===== src/rtl/alu_pkg.sv =====
// Shared opcode and state encodings for the sequential ALU and its multiplier.
package alu_pkg;

    localparam logic [2:0] OP_ADD = 3'b000;
    localparam logic [2:0] OP_SUB = 3'b001;
    localparam logic [2:0] OP_AND = 3'b010;
    localparam logic [2:0] OP_OR  = 3'b011;
    localparam logic [2:0] OP_XOR = 3'b100;
    localparam logic [2:0] OP_SLL = 3'b101;
    localparam logic [2:0] OP_SRL = 3'b110;
    localparam logic [2:0] OP_MUL = 3'b111;

    typedef enum logic [1:0] {
        IDLE = 2'd0,
        CALC = 2'd1,
        DONE = 2'd2
    } state_t;

endpackage


===== src/rtl/seq_mul_unit.sv =====
// Shift-add multiplier: one partial product per cycle, WIDTH cycles after start.
// done is high during the last iteration; product is valid in that same cycle.
module seq_mul_unit #(
    parameter int WIDTH = 32
) (
    input  logic               clk,
    input  logic               rst_n,
    input  logic               start,
    input  logic [WIDTH-1:0]   a,
    input  logic [WIDTH-1:0]   b,
    output logic               done,
    output logic [2*WIDTH-1:0] product
);
    localparam int CW = $clog2(WIDTH);

    logic               running;
    logic [CW-1:0]      cnt;
    logic [2*WIDTH-1:0] mcand;
    logic [2*WIDTH-1:0] acc;
    logic [2*WIDTH-1:0] acc_next;
    logic [WIDTH-1:0]   mplier;

    assign acc_next = acc + (mplier[0] ? mcand : '0);
    assign done     = running && (cnt == CW'(WIDTH - 1));
    // Exposing the final accumulation lets the consumer capture on the done edge.
    assign product  = acc_next;

    always_ff @(posedge clk or negedge rst_n) begin
        if (!rst_n) begin
            running <= 1'b0;
            cnt     <= '0;
        end else if (start) begin
            running <= 1'b1;
            cnt     <= '0;
        end else if (running) begin
            cnt <= cnt + CW'(1);
            if (done) running <= 1'b0;
        end
    end

    always_ff @(posedge clk) begin
        if (start) begin
            mcand  <= {{WIDTH{1'b0}}, a};
            mplier <= b;
            acc    <= '0;
        end else if (running) begin
            acc    <= acc_next;
            mcand  <= mcand << 1;
            mplier <= mplier >> 1;
        end
    end

endmodule


===== src/rtl/seq_alu_n.sv =====
// Registered ALU with valid/ready on both sides; MUL iterates in seq_mul_unit.
// Optional Z/OV flag outputs are enabled by defining ALU_FLAGS_EN.
module seq_alu_n
    import alu_pkg::*;
#(
    parameter int WIDTH = 32
) (
    input  logic             clk,
    input  logic             rst_n,
    input  logic             in_valid,
    output logic             in_ready,
    input  logic [WIDTH-1:0] In1,
    input  logic [WIDTH-1:0] In2,
    input  logic             CI,
    input  logic [2:0]       A,
    output logic             out_valid,
    input  logic             out_ready,
    output logic [WIDTH-1:0] Cout,
    output logic             CO,
    output logic             busy
`ifdef ALU_FLAGS_EN
    ,
    output logic             Z,
    output logic             OV
`endif
);
    localparam int SHW = $clog2(WIDTH);

    state_t             state;
    logic               accept;
    logic               mul_start;
    logic               mul_done;
    logic [2*WIDTH-1:0] mul_prod;
    logic [SHW-1:0]     shamt;
    logic [WIDTH:0]     sum;
    logic [WIDTH:0]     diff;
    logic [WIDTH:0]     shl;
    logic [WIDTH:0]     shr;
    logic [WIDTH-1:0]   res;
    logic               res_co;
    logic               res_ov;

    assign in_ready  = (state == IDLE) || (state == DONE && out_ready);
    assign accept    = in_valid && in_ready;
    assign mul_start = accept && (A == OP_MUL);
    assign shamt     = In2[SHW-1:0];

    seq_mul_unit #(.WIDTH(WIDTH)) u_mul (
        .clk     (clk),
        .rst_n   (rst_n),
        .start   (mul_start),
        .a       (In1),
        .b       (In2),
        .done    (mul_done),
        .product (mul_prod)
    );

    // Extra bit on the shift operands catches the last bit shifted out (0 for amount 0).
    always_comb begin
        sum    = {1'b0, In1} + {1'b0, In2} + {{WIDTH{1'b0}}, CI};
        diff   = {1'b0, In1} - {1'b0, In2} - {{WIDTH{1'b0}}, CI};
        shl    = {1'b0, In1} << shamt;
        shr    = {In1, 1'b0} >> shamt;
        res    = '0;
        res_co = 1'b0;
        res_ov = 1'b0;
        case (A)
            OP_ADD: begin
                res    = sum[WIDTH-1:0];
                res_co = sum[WIDTH];
                res_ov = (In1[WIDTH-1] == In2[WIDTH-1]) && (sum[WIDTH-1] != In1[WIDTH-1]);
            end
            OP_SUB: begin
                res    = diff[WIDTH-1:0];
                res_co = diff[WIDTH];
                res_ov = (In1[WIDTH-1] != In2[WIDTH-1]) && (diff[WIDTH-1] != In1[WIDTH-1]);
            end
            OP_AND: res = In1 & In2;
            OP_OR:  res = In1 | In2;
            OP_XOR: res = In1 ^ In2;
            OP_SLL: begin
                res    = shl[WIDTH-1:0];
                res_co = shl[WIDTH];
            end
            OP_SRL: begin
                res    = shr[WIDTH:1];
                res_co = shr[0];
            end
            default: ;
        endcase
    end

    always_ff @(posedge clk or negedge rst_n) begin
        if (!rst_n) begin
            state     <= IDLE;
            out_valid <= 1'b0;
            Cout      <= '0;
            CO        <= 1'b0;
            busy      <= 1'b0;
`ifdef ALU_FLAGS_EN
            Z         <= 1'b0;
            OV        <= 1'b0;
`endif
        end else if (accept) begin
            if (A == OP_MUL) begin
                state     <= CALC;
                out_valid <= 1'b0;
                busy      <= 1'b1;
            end else begin
                state     <= DONE;
                out_valid <= 1'b1;
                Cout      <= res;
                CO        <= res_co;
`ifdef ALU_FLAGS_EN
                Z         <= (res == '0);
                OV        <= res_ov;
`endif
            end
        end else begin
            case (state)
                CALC: if (mul_done) begin
                    state     <= DONE;
                    out_valid <= 1'b1;
                    busy      <= 1'b0;
                    Cout      <= mul_prod[WIDTH-1:0];
                    CO        <= |mul_prod[2*WIDTH-1:WIDTH];
`ifdef ALU_FLAGS_EN
                    Z         <= (mul_prod[WIDTH-1:0] == '0);
                    OV        <= 1'b0;
`endif
                end
                DONE: if (out_ready) begin
                    state     <= IDLE;
                    out_valid <= 1'b0;
                end
                default: ;
            endcase
        end
    end

`ifndef ALU_FLAGS_EN
    logic unused_ov;
    assign unused_ov = res_ov;
`endif

endmodule

===== config.mk =====
export PLATFORM = sky130hd
export DESIGN_NAME = seq_alu_n
export DESIGN_NICKNAME = d
export VERILOG_FILES = /design/src/rtl/alu_pkg.sv /design/src/rtl/seq_mul_unit.sv /design/src/rtl/seq_alu_n.sv
export SDC_FILE = /design/constraint.sdc
export NUM_CORES = 1
export LEC_CHECK = 0
export BUFFER_PORTS_ARGS = -buffer_cell sky130_fd_sc_hd__clkbuf_2
export CAP_MARGIN = 20
export CORE_MARGIN = 2
export CORE_UTILIZATION = 35
export CTS_CLUSTER_SIZE = 8
export DETAILED_ROUTE_END_ITERATION = 8
export SLEW_MARGIN = 20
export SYNTH_ARGS = -nofsm -noshare
export SYNTH_HDL_FRONTEND = slang
export SYNTH_HIERARCHICAL = 1
export SYNTH_SLANG_ARGS = --single-unit

===== constraint.sdc =====
create_clock -name clk -period 4.5 [get_ports clk]
set_input_delay 0.9 -clock clk [delete_from_list [all_inputs] [get_ports clk]]
set_output_delay 0.9 -clock clk [all_outputs]
set_load 0.005 [all_outputs]

==> flow_summary.rst, run 1 <==
.. list-table::
   :header-rows: 1

   * - Metric
     - Value
   * - Clock sink count
     - 202
   * - Number of antenna violations at the first check in global routing
     - 1
   * - Port bufs
     - 107
   * - Leakage power summed over all cells
     - 11.7 nW
   * - Fin area
     - 27000 µm²
   * - Number of cell instances on the worst register-to-register path
     - 28
   * - Total congestion overflow after global routing
     - 0
   * - Overall die height
     - 251 µm
   * - Post-CTS clock slew at the launch and capture registers of the worst setup and hold paths
     - 0.05 ns
   * - Synth warn
     - 6
   * - Synthesized instance count
     - 2513
   * - Number of DRC violations after detailed-routing iteration 0
     - 1754
   * - Clock insertion delay at the later pin of the skew report
     - 0.61 ns
   * - Largest net degree at the start of global routing
     - 93
   * - Post-route worst setup slack
     - -0.0644 ns
   * - Hold crit path type
     - primary input to asynchronous set/reset pin
   * - Wire per inst
     - 23.4 µm
   * - Violations in the final reports
     - negative setup slack
   * - CP arrival
     - 5.05 ns
   * - TritonRoute pass-1 iters
     - 5
   * - Number of flip-flops and latches in the synthesized netlist
     - 202
   * - Highest net fanout along the worst path
     - 9
   * - Area of the mapped netlist
     - 21400 µm²
   * - Fraction of the yosys area taken by sequential cells
     - 0.229
   * - Placement Cell Area
     - 25300 µm²
   * - Total via count in the routed design
     - 21800
   * - Sequential Power Share
     - 0.221
   * - Area delta synth->final
     - 26.3%
   * - Worst-case clock skew
     - 0.0194 ns
   * - Total Negative Setup Slacks
     - -0.0644 ns
   * - Total number of H-tree levels
     - 1
   * - Fin crit share
     - 1.01
   * - Site Rows
     - 90
   * - Fraction of final layout cells sized beyond drive strength 1
     - 0.280
   * - Slowest stage cell on the critical path
     - edfxtp_1
   * - Number of synthesized flops with an enable pin
     - 64
   * - Placeable core area
     - 60400 µm²
   * - Final critical delay including setup and external delays
     - 4.56 ns
   * - Cell chosen for the clock root
     - clkbuf_16
   * - CTS Hold Bufs
     - 0
   * - DRT Wirelength
     - 87200 µm
   * - Total track usage
     - 0.270
   * - Dpl hpwl
     - 66700 µm
   * - Leading cell type in the layout, fill and taps excluded
     - buf_4
   * - DRC viols
     - 0
   * - Net count after synthesis
     - 2782
   * - Number of clock buffers inserted by TritonCTS
     - 30
   * - Asr flop ratio synth
     - 0.208
   * - Final cell utilization of the core
     - 0.447
   * - Die width
     - 251 µm
   * - Worst-margin pin slew
     - 0.841 ns
   * - Data required time of the critical path
     - 4.99 ns
   * - Nets
     - 3190
   * - Upper clock frequency limit
     - 219 MHz
   * - Routed Antenna Nets
     - 0
   * - Max clock buf depth
     - 3
   * - Max-slew headroom
     - 0.439
   * - Power per cell area
     - 462 nW/µm²
   * - Net switching power figure
     - 5.26 mW
   * - Avg Inst Size Synth
     - 8.50 µm²
   * - Via density per instance
     - 5.86
   * - Sw frac
     - 0.422
   * - Final-report setup violation count
     - 1
   * - Via count of the first global-routing pass
     - 21900
   * - Max-slew violation count
     - 0
   * - Max Cap Viol
     - 0
   * - Final weighted congestion in routability-driven placement
     - 0.989
   * - Highest-count cells in the layout ignoring fill and taps
     - buf_4 (407), nor2_1 (240), a21oi_1 (180)
   * - Hold Vio Cnt, Final
     - 0
   * - Total inserted antenna cells
     - 0
   * - Critical Path End Type
     - flop
   * - Wire length of the first global-routing pass
     - 132000 µm
   * - Crit-path most repeated cell
     - buf_4
   * - Distinct cell type count of the synthesized netlist
     - 108
   * - Primary FF master, synth
     - dfxtp_1
   * - Max incr delay on CP
     - 0.37 ns
   * - Fraction of power consumed by combinational cells
     - 0.608
   * - Critical setup path kind
     - flop to flop
   * - Part of the power in the clock network
     - 0.172
   * - CTS tree
     - done
   * - Worst-case vdd ir drop
     - 0.000297 V
   * - RSZ-0062 raised after global routing
     - yes
   * - Total Die Area
     - 63000 µm²
   * - Boundary Pins
     - 108
   * - Startpoint type of the worst setup path
     - flop
   * - Cell-internal power
     - 7.22 mW
   * - Outcome
     - finished with violations
   * - Initial core utilization
     - 0.354
==> worst max-delay path: cells and delay by family, from the launching register on <==
kind | cells | cell delay (ns)
buffers and inverters | 8 | 1.21
DFF | 1 | 0.37
xor gates and xnor gates | 1 | 0.10
AOI/OAI and AO/OA | 9 | 1.32
and+or+nand+nor | 9 | 1.18
adders and majority gates | 1 | 0.28
==> path summary, 6_finish.rpt <==
| path | from | end | slack [ns] |
|---|---|---|---|
| max | u_mul/mplier[0]$_DFFE_PP_ | CO$_DFFE_PN0P_ | -0.06 |
| min reg2reg | u_mul/acc[58]$_SDFFE_PP0P_ | u_mul/acc[58]$_SDFFE_PP0P_ | 0.48 |
| min in group clk | u_mul/acc[58]$_SDFFE_PP0P_ | u_mul/acc[58]$_SDFFE_PP0P_ | 0.48 |
| min | rst_n | Cout[0]$_DFFE_PN0P_ | 0.16 |
| max in group asynchronous | rst_n | u_mul/running$_DFF_PN0_ | 3.46 |
| max reg2reg | u_mul/mplier[0]$_DFFE_PP_ | CO$_DFFE_PN0P_ | -0.06 |
==> area by class of cell <==
class | instances | area, µm²
Clock buffer | 49 | 832
Clock inverter | 2 | 36.3
Fill cell | 5924 | 33400
Inverter | 142 | 533
Multi-Input combinational cell | 2019 | 15800
Sequential cell | 202 | 4900
Tap cell | 782 | 978
Timing Repair Buffer | 526 | 3880
==> registers in the layout, indices dropped and copies added, names as in the netlist <==
signal,cells
u_mul/acc,64
u_mul/mcand,64
Cout,32
u_mul/mplier,32
u_mul/cnt,5
state,2
CO,1
busy,1
u_mul/running,1
==> logic make-up after synthesis <==
| family | count (synthesis) | share of synthesized area |
|---|---|---|
| adder cells (fa/ha/maj) | 197 | 0.117 |
| flip-flops | 202 | 0.229 |
| AND/OR/NAND/NOR | 726 | 0.163 |
| buffers and inverters | 292 | 0.0602 |
| XOR/XNOR | 96 | 0.0394 |
| AO/OA/AOI/OAI | 761 | 0.239 |
| multiplexers | 239 | 0.152 |
==> power by group through the flow <==
stage | Clock [mW] | Combinational (mW) | Sequential [mW]
6_report | 2.15 | 7.58 | 2.75
5_1_grt | 2.28 | 8.23 | 2.81
4_1_cts | 2.22 | 7.39 | 2.76
3_5_place_dp | 0 | 6.96 | 2.75
3_3_place_gp | 0 | 6.89 | 2.74
2_1_floorplan | 0 | 3.98 | 2.63
==> through the flow <==
step	total power [mW]	instances	setup slack (ns)	hold WS [ns]
4_1_cts	12.4	3722	-0.0383	0.126
3_5_place_dp	9.71	3650	-0.344	0.469
3_3_place_gp	9.62	3650	-0.304	0.461
6_report	12.5	3722	-0.0644	0.156
2_1_floorplan	6.61	2513	0.247	0.431
5_1_grt	13.3	3722	-0.279	0.153
==> layer usage <==
| metal | up-vias | GRT usage | part of all wire |
|---|---|---|---|
| met2 | 846 | 0.466 | 0.48 |
| met1 | 10600 | 0.336 | 0.41 |
| li1 | 10200 | - | - |
| met5 | - | 0 | 0 |
| met3 | 208 | 0.0350 | 0.058 |
| met4 | 0 | 0.119 | 0.050 |
==> synth_stat cells, types with 7 or more instances <==
cell	instances	area [µm²]
mux2i_1	113	1130
o211ai_1	24	180
nand3_1	40	200
nand2_1	174	653
a31oi_1	27	169
nor2_1	246	923
o21ai_1	17	85.1
dfrtp_1	42	1050
inv_1	140	526
buf_2	20	100
nand4_1	34	213
o22ai_1	35	219
nor3b_1	10	75.1
a211o_1	10	87.6
o221ai_1	13	114
xnor2_1	59	517
o21ai_0	110	551
nor2b_1	15	93.8
mux4_2	49	1100
nor4_1	20	125
and3_1	19	119
xor2_1	37	324
and2_1	76	475
ha_1	192	2400
a22oi_1	54	405
buf_1	18	67.6
a21oi_1	202	1010
a221oi_1	21	184
o21bai_1	22	165
o21a_1	17	128
nand3b_1	8	60.1
nand2b_1	20	125
a211oi_1	23	173
a22o_1	7	61.3
nor3_1	27	135
edfxtp_1	64	1920
mux2_2	67	754
a21o_1	71	533
dfxtp_1	96	1920
mux4_1	10	263
buf_4	16	120
clkbuf_1	82	308
o31ai_1	14	105
or3_1	14	87.6
a221o_1	10	100
==> repair_timing <==
action	4_1_cts	5_1_grt
pin swaps	45	7
gates cloned	3	0
resized for setup	97	25
endpoints found under the setup margin	1	3
buffers inserted	18	0
Note: power is estimated with default switching activity, not from simulation.
==> inputs of run 2 (changes only) <==
--- a/config.mk
+++ b/config.mk
@@ -9,8 +9,9 @@
 export CAP_MARGIN = 20
 export CORE_MARGIN = 2
 export CORE_UTILIZATION = 35
-export CTS_CLUSTER_SIZE = 8
+export CTS_CLUSTER_SIZE = 16
 export DETAILED_ROUTE_END_ITERATION = 8
+export MAX_ROUTING_LAYER = met4
 export SLEW_MARGIN = 20
 export SYNTH_ARGS = -nofsm -noshare
 export SYNTH_HDL_FRONTEND = slang
==> flow_summary.rst, run 2 (synthesized netlist as in run 1, its figures left out) <==
.. list-table::
   :header-rows: 1

   * - Metric
     - Value
   * - Worst-case vdd ir drop
     - 0.000327 V (+10%)
   * - Worst-case clock skew
     - 0.0321 ns (+0.0128 ns)
   * - Hold crit path type
     - primary input to asynchronous set/reset pin
   * - Site Rows
     - 90 (unchanged)
   * - Total Die Area
     - 63000 µm² (unchanged)
   * - Number of clock buffers inserted by TritonCTS
     - 27 (-10%)
   * - Fin area
     - 26900 µm² (-0.34%)
   * - Total congestion overflow after global routing
     - 0 (unchanged)
   * - Total inserted antenna cells
     - 0 (unchanged)
   * - Final-report setup violation count
     - 1 (unchanged)
   * - Boundary Pins
     - 108 (unchanged)
   * - CP arrival
     - 5.16 ns (+0.11 ns)
   * - Critical Path End Type
     - flop
   * - Final critical delay including setup and external delays
     - 4.65 ns (+0.0861 ns)
   * - Max Cap Viol
     - 0 (unchanged)
   * - Filler cell count in the final layout
     - 5961 (+0.62%)
   * - Highest net fanout along the worst path
     - 8 (-1)
   * - Post-CTS clock slew at the launch and capture registers of the worst setup and hold paths
     - 0.07 ns (+0.02 ns)
   * - Number of DRC violations after detailed-routing iteration 0
     - 1817 (+3.6%)
   * - CTS tree
     - done
   * - Max-slew violation count
     - 0 (unchanged)
   * - Sequential Area
     - 4900 µm² (unchanged)
   * - Port bufs
     - 107 (unchanged)
   * - Max-slew headroom
     - 0.454 (+0.0150)
   * - Fin crit share
     - 1.03 (+0.0191)
   * - Fraction of final layout cells sized beyond drive strength 1
     - 0.278 (-0.00261)
   * - Cell chosen for the clock root
     - clkbuf_16
   * - Clock insertion delay at the later pin of the skew report
     - 0.62 ns (about the same)
   * - Worst-margin pin slew
     - 0.819 ns (-0.0224 ns)
   * - Via density per instance
     - 5.87 (+0.22%)
   * - Placeable core area
     - 60400 µm² (unchanged)
   * - Largest net degree at the start of global routing
     - 101 (+8.6%)
   * - RSZ-0062 raised after global routing
     - yes
   * - Wire length of the first global-routing pass
     - 132000 µm (-0.26%)
   * - Critical setup path kind
     - flop to flop
   * - Total Negative Setup Slacks
     - -0.150 ns (-0.0861 ns)
   * - Nets
     - 3176 (-0.44%)
   * - Total number of H-tree levels
     - 1 (unchanged)
   * - Leakage power summed over all cells
     - 11.6 nW (-0.62%)
   * - Placement Cell Area
     - 25100 µm² (-0.48%)
   * - TritonRoute pass-1 iters
     - 5 (unchanged)
   * - Highest-count cells in the layout ignoring fill and taps
     - buf_4 (400), nor2_1 (241), a21oi_1 (186)
   * - Area of the multi-input gates
     - 15800 µm² (about the same)
   * - Startpoint type of the worst setup path
     - flop
   * - Post-route worst setup slack
     - -0.150 ns (-0.0861 ns)
   * - Total via count in the routed design
     - 21800 (-0.11%)
   * - Die width
     - 251 µm (unchanged)
   * - Via count of the first global-routing pass
     - 21800 (-0.61%)
   * - Violations in the final reports
     - negative setup slack
   * - Clock sink count
     - 202 (unchanged)
   * - Top Registers
     - u_mul/acc x64, u_mul/mcand x64
   * - Routed Antenna Nets
     - 0 (unchanged)
   * - Total track usage
     - 0.277 (+0.00743)
   * - Final weighted congestion in routability-driven placement
     - 1.01 (+2.0%)
   * - Initial core utilization
     - 0.354 (unchanged)
   * - Upper clock frequency limit
     - 215 MHz (-1.9%)
   * - Dpl hpwl
     - 67300 µm (+0.78%)
   * - Power per cell area
     - 467 nW/µm² (+0.96%)
   * - Overall die height
     - 251 µm (unchanged)
   * - Max clock buf depth
     - 3 (unchanged)
   * - DRC viols
     - 0 (unchanged)
   * - Area delta synth->final
     - 25.9%
   * - Outcome
     - finished with violations
   * - DRT Wirelength
     - 88200 µm (+1.2%)
   * - Data required time of the critical path
     - 5.01 ns (+0.02 ns)
   * - Wire per inst
     - 23.8 µm (+1.5%)
   * - Hold Vio Cnt, Final
     - 0 (unchanged)
   * - Number of antenna violations at the first check in global routing
     - 0 (-1)
   * - Leading cell type in the layout, fill and taps excluded
     - buf_4
   * - CTS Hold Bufs
     - 0 (unchanged)
[run 2: cell types whose count changed in the layout (fill, tap and decap cells not counted), sizes merged]
cell,before,now
clkinvlp,0,3
buf,419,409
bufinv,0,3
clkbuf,154,139
clkinv,3,12
bufbuf,2,0
[run 2: critical path, stage by stage, from the launching register on]
cell,delay (ns)
edfxtp_1,0.38
buf_6,0.17
clkbuf_16,0.17
and2_1,0.18
ha_4,0.31
nand4_1,0.15
or3_4,0.38
a211oi_4,0.34
o21bai_4,0.13
a2111oi_4,0.36
buf_4,0.19
o2111ai_2,0.12
a21oi_2,0.18
nor2_1,0.08
nor4_2,0.25
nand4_1,0.22
nor2_2,0.27
nand2_1,0.10
nand2_2,0.12
nor4_4,0.05
o31a_1,0.15
a31oi_1,0.18
o21ai_1,0.08
[run 2: final cells by class]
cell class | count | area share
Multi-Input combinational cell | 2019 | 0.589
Sequential cell | 202 | 0.182
Timing Repair Buffer | 515 | 0.138
Tap cell | 782 | 0.0364
Clock buffer | 33 | 0.0271
Inverter | 142 | 0.0198
Clock inverter | 17 | 0.00726
[run 2: worst paths after layout]
kind,startpoint,to,slack [ns],cells after the start
max in group asynchronous,rst_n,u_mul/running$_DFF_PN0_,3.42,2
worst max register to register,u_mul/mplier[0]$_DFFE_PP_,CO$_DFFE_PN0P_,-0.15,22
worst max-delay path,u_mul/mplier[0]$_DFFE_PP_,CO$_DFFE_PN0P_,-0.15,22
min in group clk,u_mul/acc[58]$_SDFFE_PP0P_,u_mul/acc[58]$_SDFFE_PP0P_,0.48,2
worst min register to register,u_mul/acc[58]$_SDFFE_PP0P_,u_mul/acc[58]$_SDFFE_PP0P_,0.48,2
worst min-delay path,rst_n,Cout[5]$_DFFE_PN0P_,0.17,1
[run 2: metrics by stage]
step	hold slack (ns)	utilization	power (mW)	std cells	setup WS [ns]
5_1_grt	0.182	0.446	13.4	3710	-0.348
3_5_place_dp	0.468	0.417	9.67	3639	-0.340
3_3_place_gp	0.453	0.417	9.60	3639	-0.348
6_report	0.167	0.446	12.6	3710	-0.150
4_1_cts	0.155	0.437	12.2	3703	-0.0911
2_1_floorplan	0.431	-	6.61	2513	0.247
[run 2: layer usage]
metal / GRT usage / vias to the layer above / wire (µm)
li1: - / 10100 / -
met1: 0.339 / 10600 / 36400
met2: 0.464 / 814 / 42500
met3: 0.0251 / 221 / 4630
met4: 0.127 / 0 / 4730
met5: - / - / 0
[run 2: what timing repair did]
action / CTS / global route
gates resized for setup: 42 / 74
endpoints found under the setup margin: 2 / 3
setup buffers: 13 / 10
pin swaps: 10 / 41
cloned: 1 / 1
[run 2: power by group]
part           switching (mW)  internal, mW
clock network           0.961          1.33
registers               0.396          2.38
logic                    3.98          3.52
total                    5.33          7.23
